**src/rtl/m_tile_scan_if.sv**
```systemverilog
// Tile request and pixel beat handshake bundle for m_tile_scan.
// The slave modport is the scanner's view; the master modport is the requester/sink view.
interface m_tile_scan_if #(
    parameter int TILE_LOG2 = 5,
    parameter int MAP_BITS  = 4,
    parameter int COLOR_W   = 12
);
    localparam int XW = MAP_BITS + TILE_LOG2;
    localparam int YW = XW + 1;

    logic                req_valid;
    logic                req_ready;
    logic [MAP_BITS-1:0] req_map_x;
    logic [MAP_BITS-1:0] req_map_y;
    logic [COLOR_W-1:0]  req_color;

    logic                pix_valid;
    logic                pix_ready;
    logic [XW-1:0]       pixel_xpos;
    logic [YW-1:0]       pixel_ypos;
    logic [COLOR_W-1:0]  pix_color;
    logic                pix_last;
    logic                busy;

    modport slave (
        input  req_valid, req_map_x, req_map_y, req_color, pix_ready,
        output req_ready, pix_valid, pixel_xpos, pixel_ypos, pix_color, pix_last, busy
    );

    modport master (
        output req_valid, req_map_x, req_map_y, req_color, pix_ready,
        input  req_ready, pix_valid, pixel_xpos, pixel_ypos, pix_color, pix_last, busy
    );
endinterface

```
**src/rtl/m_tile_scan.sv**
```systemverilog
// Walks every pixel of one map tile, emitting row-major (x fastest) pixel beats with the request colour.
// First beat one cycle after request accept; pix_* hold while pix_ready is low; one idle bubble between tiles.
module m_tile_scan #(
    parameter int TILE_LOG2 = 5,
    parameter int MAP_BITS  = 4,
    parameter int COLOR_W   = 12
) (
    input  logic          sys_clk,
    input  logic          sys_rst_n,
    m_tile_scan_if.slave  bus
);
    typedef enum logic {IDLE, SCAN} state_e;

    localparam logic [TILE_LOG2-1:0] OFF_MAX = '1;
    localparam logic [TILE_LOG2-1:0] OFF_PEN = TILE_LOG2'((2 ** TILE_LOG2) - 2);

    state_e                state_q, state_d;
    logic [MAP_BITS-1:0]   map_x_q, map_x_d;
    logic [MAP_BITS-1:0]   map_y_q, map_y_d;
    logic [COLOR_W-1:0]    color_q, color_d;
    logic [TILE_LOG2-1:0]  x_off_q, x_off_d;
    logic [TILE_LOG2-1:0]  y_off_q, y_off_d;
    logic                  req_ready_q, req_ready_d;
    logic                  pix_valid_q, pix_valid_d;
    logic                  pix_last_q, pix_last_d;
    logic                  busy_q, busy_d;

    always_ff @(posedge sys_clk) begin
        if (!sys_rst_n) begin
            state_q     <= IDLE;
            map_x_q     <= '0;
            map_y_q     <= '0;
            color_q     <= '0;
            x_off_q     <= '0;
            y_off_q     <= '0;
            req_ready_q <= 1'b0;
            pix_valid_q <= 1'b0;
            pix_last_q  <= 1'b0;
            busy_q      <= 1'b0;
        end else begin
            state_q     <= state_d;
            map_x_q     <= map_x_d;
            map_y_q     <= map_y_d;
            color_q     <= color_d;
            x_off_q     <= x_off_d;
            y_off_q     <= y_off_d;
            req_ready_q <= req_ready_d;
            pix_valid_q <= pix_valid_d;
            pix_last_q  <= pix_last_d;
            busy_q      <= busy_d;
        end
    end

    always_comb begin
        state_d     = state_q;
        map_x_d     = map_x_q;
        map_y_d     = map_y_q;
        color_d     = color_q;
        x_off_d     = x_off_q;
        y_off_d     = y_off_q;
        req_ready_d = req_ready_q;
        pix_valid_d = pix_valid_q;
        pix_last_d  = pix_last_q;
        busy_d      = busy_q;

        case (state_q)
            IDLE: begin
                req_ready_d = 1'b1;
                pix_valid_d = 1'b0;
                pix_last_d  = 1'b0;
                busy_d      = 1'b0;
                if (bus.req_valid && req_ready_q) begin
                    map_x_d     = bus.req_map_x;
                    map_y_d     = bus.req_map_y;
                    color_d     = bus.req_color;
                    x_off_d     = '0;
                    y_off_d     = '0;
                    state_d     = SCAN;
                    req_ready_d = 1'b0;
                    pix_valid_d = 1'b1;
                    busy_d      = 1'b1;
                end
            end
            SCAN: begin
                if (pix_valid_q && bus.pix_ready) begin
                    if (pix_last_q) begin
                        state_d     = IDLE;
                        pix_valid_d = 1'b0;
                        pix_last_d  = 1'b0;
                        busy_d      = 1'b0;
                        req_ready_d = 1'b1;
                    end else begin
                        x_off_d = x_off_q + 1'b1;
                        if (x_off_q == OFF_MAX) begin
                            y_off_d = y_off_q + 1'b1;
                        end
                        // Flag the beat that will be presented next, so pix_last stays registered.
                        pix_last_d = (x_off_q == OFF_PEN) && (y_off_q == OFF_MAX);
                    end
                end
            end
            default: begin
                state_d = IDLE;
            end
        endcase
    end

    assign bus.req_ready  = req_ready_q;
    assign bus.pix_valid  = pix_valid_q;
    assign bus.pix_last   = pix_last_q;
    assign bus.busy       = busy_q;
    assign bus.pix_color  = color_q;
    assign bus.pixel_xpos = {map_x_q, x_off_q};
    assign bus.pixel_ypos = {1'b0, map_y_q, y_off_q};

    // A stalled beat must stay put until the sink takes it.
    a_stall_hold: assert property (@(posedge sys_clk) disable iff (!sys_rst_n)
        (bus.pix_valid && !bus.pix_ready) |=>
            (bus.pix_valid && $stable(bus.pixel_xpos) && $stable(bus.pixel_ypos)
             && $stable(bus.pix_color) && $stable(bus.pix_last)));

    a_busy_valid: assert property (@(posedge sys_clk) disable iff (!sys_rst_n)
        bus.busy == bus.pix_valid);

    a_no_overlap: assert property (@(posedge sys_clk) disable iff (!sys_rst_n)
        !(bus.busy && bus.req_ready));

endmodule

```
**src/flat_wrapper.sv**
```systemverilog
// flat-port wrapper written by rule: the top's interface ports become plain ports
module m_tile_scan_flat 
#(
    parameter int TILE_LOG2 = 5,
    parameter int MAP_BITS  = 4,
    parameter int COLOR_W   = 12
)
  (sys_clk, sys_rst_n, bus_req_valid, bus_req_map_x, bus_req_map_y, bus_req_color, bus_pix_ready, bus_req_ready, bus_pix_valid, bus_pixel_xpos, bus_pixel_ypos, bus_pix_color, bus_pix_last, bus_busy);
  m_tile_scan_if #(.TILE_LOG2(TILE_LOG2), .MAP_BITS(MAP_BITS), .COLOR_W(COLOR_W)) bus_i ();
  input  logic sys_clk;
  input  logic sys_rst_n;
  input wire logic [$bits(bus_i.req_valid)-1:0] bus_req_valid;
  input wire logic [$bits(bus_i.req_map_x)-1:0] bus_req_map_x;
  input wire logic [$bits(bus_i.req_map_y)-1:0] bus_req_map_y;
  input wire logic [$bits(bus_i.req_color)-1:0] bus_req_color;
  input wire logic [$bits(bus_i.pix_ready)-1:0] bus_pix_ready;
  output wire logic [$bits(bus_i.req_ready)-1:0] bus_req_ready;
  output wire logic [$bits(bus_i.pix_valid)-1:0] bus_pix_valid;
  output wire logic [$bits(bus_i.pixel_xpos)-1:0] bus_pixel_xpos;
  output wire logic [$bits(bus_i.pixel_ypos)-1:0] bus_pixel_ypos;
  output wire logic [$bits(bus_i.pix_color)-1:0] bus_pix_color;
  output wire logic [$bits(bus_i.pix_last)-1:0] bus_pix_last;
  output wire logic [$bits(bus_i.busy)-1:0] bus_busy;
  assign bus_i.req_valid = bus_req_valid;
  assign bus_i.req_map_x = bus_req_map_x;
  assign bus_i.req_map_y = bus_req_map_y;
  assign bus_i.req_color = bus_req_color;
  assign bus_i.pix_ready = bus_pix_ready;
  assign bus_req_ready = bus_i.req_ready;
  assign bus_pix_valid = bus_i.pix_valid;
  assign bus_pixel_xpos = bus_i.pixel_xpos;
  assign bus_pixel_ypos = bus_i.pixel_ypos;
  assign bus_pix_color = bus_i.pix_color;
  assign bus_pix_last = bus_i.pix_last;
  assign bus_busy = bus_i.busy;
  m_tile_scan #(.TILE_LOG2(TILE_LOG2), .MAP_BITS(MAP_BITS), .COLOR_W(COLOR_W)) u_core (.sys_clk(sys_clk), .sys_rst_n(sys_rst_n), .bus(bus_i));
endmodule
```
**config.mk**
```make
export PLATFORM = sky130hd
export DESIGN_NAME = m_tile_scan_flat
export DESIGN_NICKNAME = d
export VERILOG_FILES = /design/src/rtl/m_tile_scan_if.sv /design/src/rtl/m_tile_scan.sv /design/src/flat_wrapper.sv
export SDC_FILE = /design/constraint.sdc
export NUM_CORES = 1
export LEC_CHECK = 0
export ABC_AREA = 1
export ABC_CLOCK_PERIOD_IN_PS = 1300
export CORE_MARGIN = 2
export CORE_UTILIZATION = 40
export CTS_BUF_LIST = sky130_fd_sc_hd__clkbuf_4 sky130_fd_sc_hd__clkbuf_8
export DETAILED_ROUTE_END_ITERATION = 10
export PLACE_DENSITY = 0.78
export SLEW_MARGIN = 15
export SYNTH_ARGS = -nofsm -noshare
export SYNTH_HDL_FRONTEND = slang
export SYNTH_SLANG_ARGS = --single-unit
```
**constraint.sdc**
```tcl
create_clock -name sys_clk -period 1.3 [get_ports sys_clk]
set_input_delay 0.39 -clock sys_clk [delete_from_list [all_inputs] [get_ports sys_clk]]
set_output_delay 0.39 -clock sys_clk [all_outputs]
set_load 0.03 [all_outputs]
```
# [After elaboration in Yosys (flattened, before gate mapping)]
# Index checks and enable logic that the tools add are counted.
[word_totals] reg_bits=34 inputBits=24 out_inout_bits=35 word_cells=49
[classes] n_addsub=2 eq_ne=8 mux=22 n_bitwise=1 reduce_logical=7
[op_table] op="$mux 5" n=6
[op_table] op="$pmux 5 s2" n=2
[op_table] op="$eq 5x5->1 const B" n=3
[op_table] op="$add 5x1->5 const B" n=2
[op_table] op="$mux 1" n=10
[op_table] op="$ne 2x2->1 const B" n=4
[op_table] op="$pmux 1 s2" n=4
[op_table] op="$reduce_and 2->1" n=2
[op_table] op="$reduce_and 4->1" n=1
[op_table] op="$logic_and 1x1->1" n=3
[op_table] op="$reduce_and 3->1" n=1
[op_table] op="$ne 2x1->1 const B" n=1
[op_table] op="$not 1->1" n=1

# [Logic depth before layout (Yosys ltp)]
[depth] word_depth=5 mapped_depth=12 ltp_nobuf=12

# [Worst setup path after synthesis]
# OpenSTA, ideal clock, no wires.
[synth_timing] path_type="reg2reg" start="register u_core.x_off_q[1]" end="register u_core.y_off_q[3]" setup_ns=0.128 arrival_time_ns=1.482 required_time_ns=1.172 slack_ns=-0.310 stages_incl_launch_ff=12 n_path_buf=0 period_less_slack_ns=1.610 cell_sequence="dfxtp_1 -> ha_1 -> inv_1 -> nor2_1 -> ha_1 -> inv_1 -> nand2_1 -> nand2_2 -> nor2_4 -> nor2_1 -> nor2_1 -> nor2_1"
[synth_via] elab_chain_len=3
[synth_rtl] item="from (decl)" line_no="m_tile_scan.sv:21" rtl="logic [TILE_LOG2-1:0] x_off_q, x_off_d;"
[synth_rtl] item="from (signal assigned)" line_no="m_tile_scan.sv:45" rtl="x_off_q <= x_off_d;"
[synth_rtl] item="$eq 5x5->1" line_no="m_tile_scan.sv:94" rtl="if (x_off_q == OFF_MAX) begin"
[synth_rtl] item="$ne 2x2->1 (no source line)"
[synth_rtl] item="$reduce_and 4->1 (no source line)"
[synth_rtl] item="to (signal assigned)" line_no="m_tile_scan.sv:46" rtl="y_off_q <= y_off_d;"
[synth_rtl] item="to (decl)" line_no="m_tile_scan.sv:22" rtl="logic [TILE_LOG2-1:0] y_off_q, y_off_d;"
# No other way between the ends.
# A chain may end at the register's enable or synchronous reset.

# [Worst setup path after layout]
[layout_timing] start="register u_core.x_off_q[1]" end="output bus_pixel_xpos[1]"
[layout_lines] item="to (decl)" line_no="flat_wrapper.sv:19" rtl="output wire logic [$bits(bus_i.pixel_xpos)-1:0] bus_pixel_xpos;"
# No word-level cell between the ends.

==> results.cfg <==
[run_status]
outcome = complete, but fails checks
violations = negative setup slack

[cells_and_area]
drive_gt1_frac = 0.388
finish.utilization = 0.688
final_cell_area_um2 = 2350
area_delta_synth_final_pct = 61.1
n_antenna_cell = 0
layoutNonFillerInstCount = 322
nNetsFinal = 304

[power_and_ir_drop]
p_leak_nw = 1.03
p_per_area_nw_per_um2 = 1240
peakVddDrop_mv = 0.832

[clocking]
root_buffer = clkbuf_4
cts_sinks = 34
cts_tree = done
clockBufferDepth = 2
insertion_delay_ns = 0.33
cts_hold_buffers = 0
cts-htree-levels = 2
numCtsBuffers = 5
cts.clk_slew.worst_paths_ns = 0.10

[global_routing]
grt_pass1_wl_um = 5860
grt_max_degree = 21
grt_pass1_vias = 1383
antenna_found_initial = 0
grt_use_total = 0.184
overflow = 0

[sta]
finalCritPeriodShare = 1.11
maxSlewViolCount = 0
fin_skew_ns = 0.00479
rsz0062_at_grt = true
fmax_ghz = 0.690
hold_viol = 0
setup_viol = 8
finalWorstSetupSlack_ns = -0.149
finalCriticalPeriod_ns = 1.45
tns_ns = -0.672

[logic_synthesis]
synth.most_common_cell = nor2_1
syn_avg_cell_area_um2 = 7.52
synthDistinctLibCells = 24
synthTopCellsByCount = nor2_1, dfxtp_1, nand2_1, o21ai_0, inv_1
synth_nets = 223
synth-edff-count = 0
ys_ff_latch = 34
yosys-top-cells-area = dfxtp_1, nor2_1, o21ai_0, nand2_1, ha_1
ys_seq_area_frac = 0.467
synth.top_cell.area_share = 0.467
synthCells = 194
ys.flop_type = dfxtp_1
synth_top_area_cell = dfxtp_1
yosys_warnings = 0
async_reset_ff_frac = 0
syn-cell-area_um2 = 1460

[placement]
port_buffers = 57
dp_slack_ns = -0.375
placed_area_um2 = 2140
hpwl_um = 2620
place.gp.congestion = 0.806
dp_cells = 308

[route]
first_pass_iters = 4
wl_um = 3500
drc = 0
wire_per_inst_um = 10.9
viasPerCell = 4.64
vias = 1495
postRouteAntennaNets = 0
drt-initial-drc-count = 34

[worst_hold_path]
hold_class = flip-flop to flip-flop

[floorplan]
start_util = 0.427
core_um2 = 3420
die_h_um = 64.4
rows = 21
io_pins = 59
die_w_um = 64.4
fp.dieArea_um2 = 4150

[setup_path]
crit_arrival_ns = 1.06
path_max_fanout = 3
crit_type = flip-flop to primary output
cp.required_ns = 0.91
cp-end-kind = primary output
cp-start-kind = flip-flop

[run]
cap_viol_max_count = 0
power breakdown:
group	switching (mW)	internal [mW]
Clock	0.350	0.283
Sequential	0.0843	1.17
Combinational	0.591	0.438
worst paths after layout:
check | end | startpoint | slack, ns | cells past startpoint
worst max register to register | u_core.y_off_q[2] | u_core.x_off_q[1] | -0.12 | 10
worst max-delay path | bus_pixel_xpos[1] | u_core.x_off_q[1] | -0.15 | 3
worst min register to register | u_core.y_off_q[4] | u_core.y_off_q[4] | 0.49 | 2
worst min-delay path | u_core.y_off_q[4] | u_core.y_off_q[4] | 0.49 | 2
final cells by class:
type	count	area [um^2]
clock buffer	7	58.8
inverter	12	45.0
tap	46	57.6
sequential	34	709
clock inverter	1	5.00
multi-input combinational	138	719
timing repair buffer	84	756
fill	300	1060
per-stage QoR:
stage | hold WS (ns) | total power, mW
after global routing | 0.502 | 3.10
after detailed placement | 0.474 | 2.24
after global placement | 0.461 | 2.22
final | 0.490 | 2.91
after floorplan | 0.514 | 1.85
after CTS | 0.494 | 2.89
registers in the layout, summed over array words and instances, names as in the netlist:
name,count
u_core.bus.pix_last,1
u_core.y_off_q,5
u_core.map_y_q,4
u_core.bus.req_ready,1
u_core.state_q,1
u_core.bus.pix_color,12
u_core.map_x_q,4
u_core.bus.pix_valid,1
u_core.x_off_q,5
worst max-delay path, stage by stage, from the launching register on:
cell	delay (ns)
dfxtp_4	0.36
buf_4	0.13
buf_6	0.11
buf_6	0.13
repair_timing:
action,CTS,global route
buffers inserted,5,2
gates resized for setup,16,27
pin swaps,2,13
endpoints found under the setup margin,16,41
layout by cell type (no fill, tap or decap), types with 2 or more instances in the layout:
master and instances:
o21ai_1 5, buf_6 14, nand4_1 2, inv_1 8, nand2_2 2, nand2_1 26
nand2_4 2, dfxtp_1 15, nand3_1 7, nor2_1 51, a21oi_1 7, clkdlybuf4s50_1 22
nor2_2 3, clkbuf_4 6, dfxtp_4 2, o21ai_0 18, ha_1 3, dfxtp_2 17
a21oi_2 2, buf_4 46, inv_2 4
cell families after synthesis:
family | count (synthesis) | synth area share
other | 1 | 0.00257
AOI/OAI and AO/OA | 36 | 0.136
DFF | 34 | 0.467
and+or+nand+nor | 96 | 0.284
buffers and inverters | 22 | 0.0686
adders and majority gates | 5 | 0.0429
layer usage:
layer	routed length, um	global-route usage
met5	0	0
met4	49	0.0718
met3	307	0.0810
met2	1700	0.311
met1	1440	0.201
No activity file was read; power rests on OpenSTA's default activity.
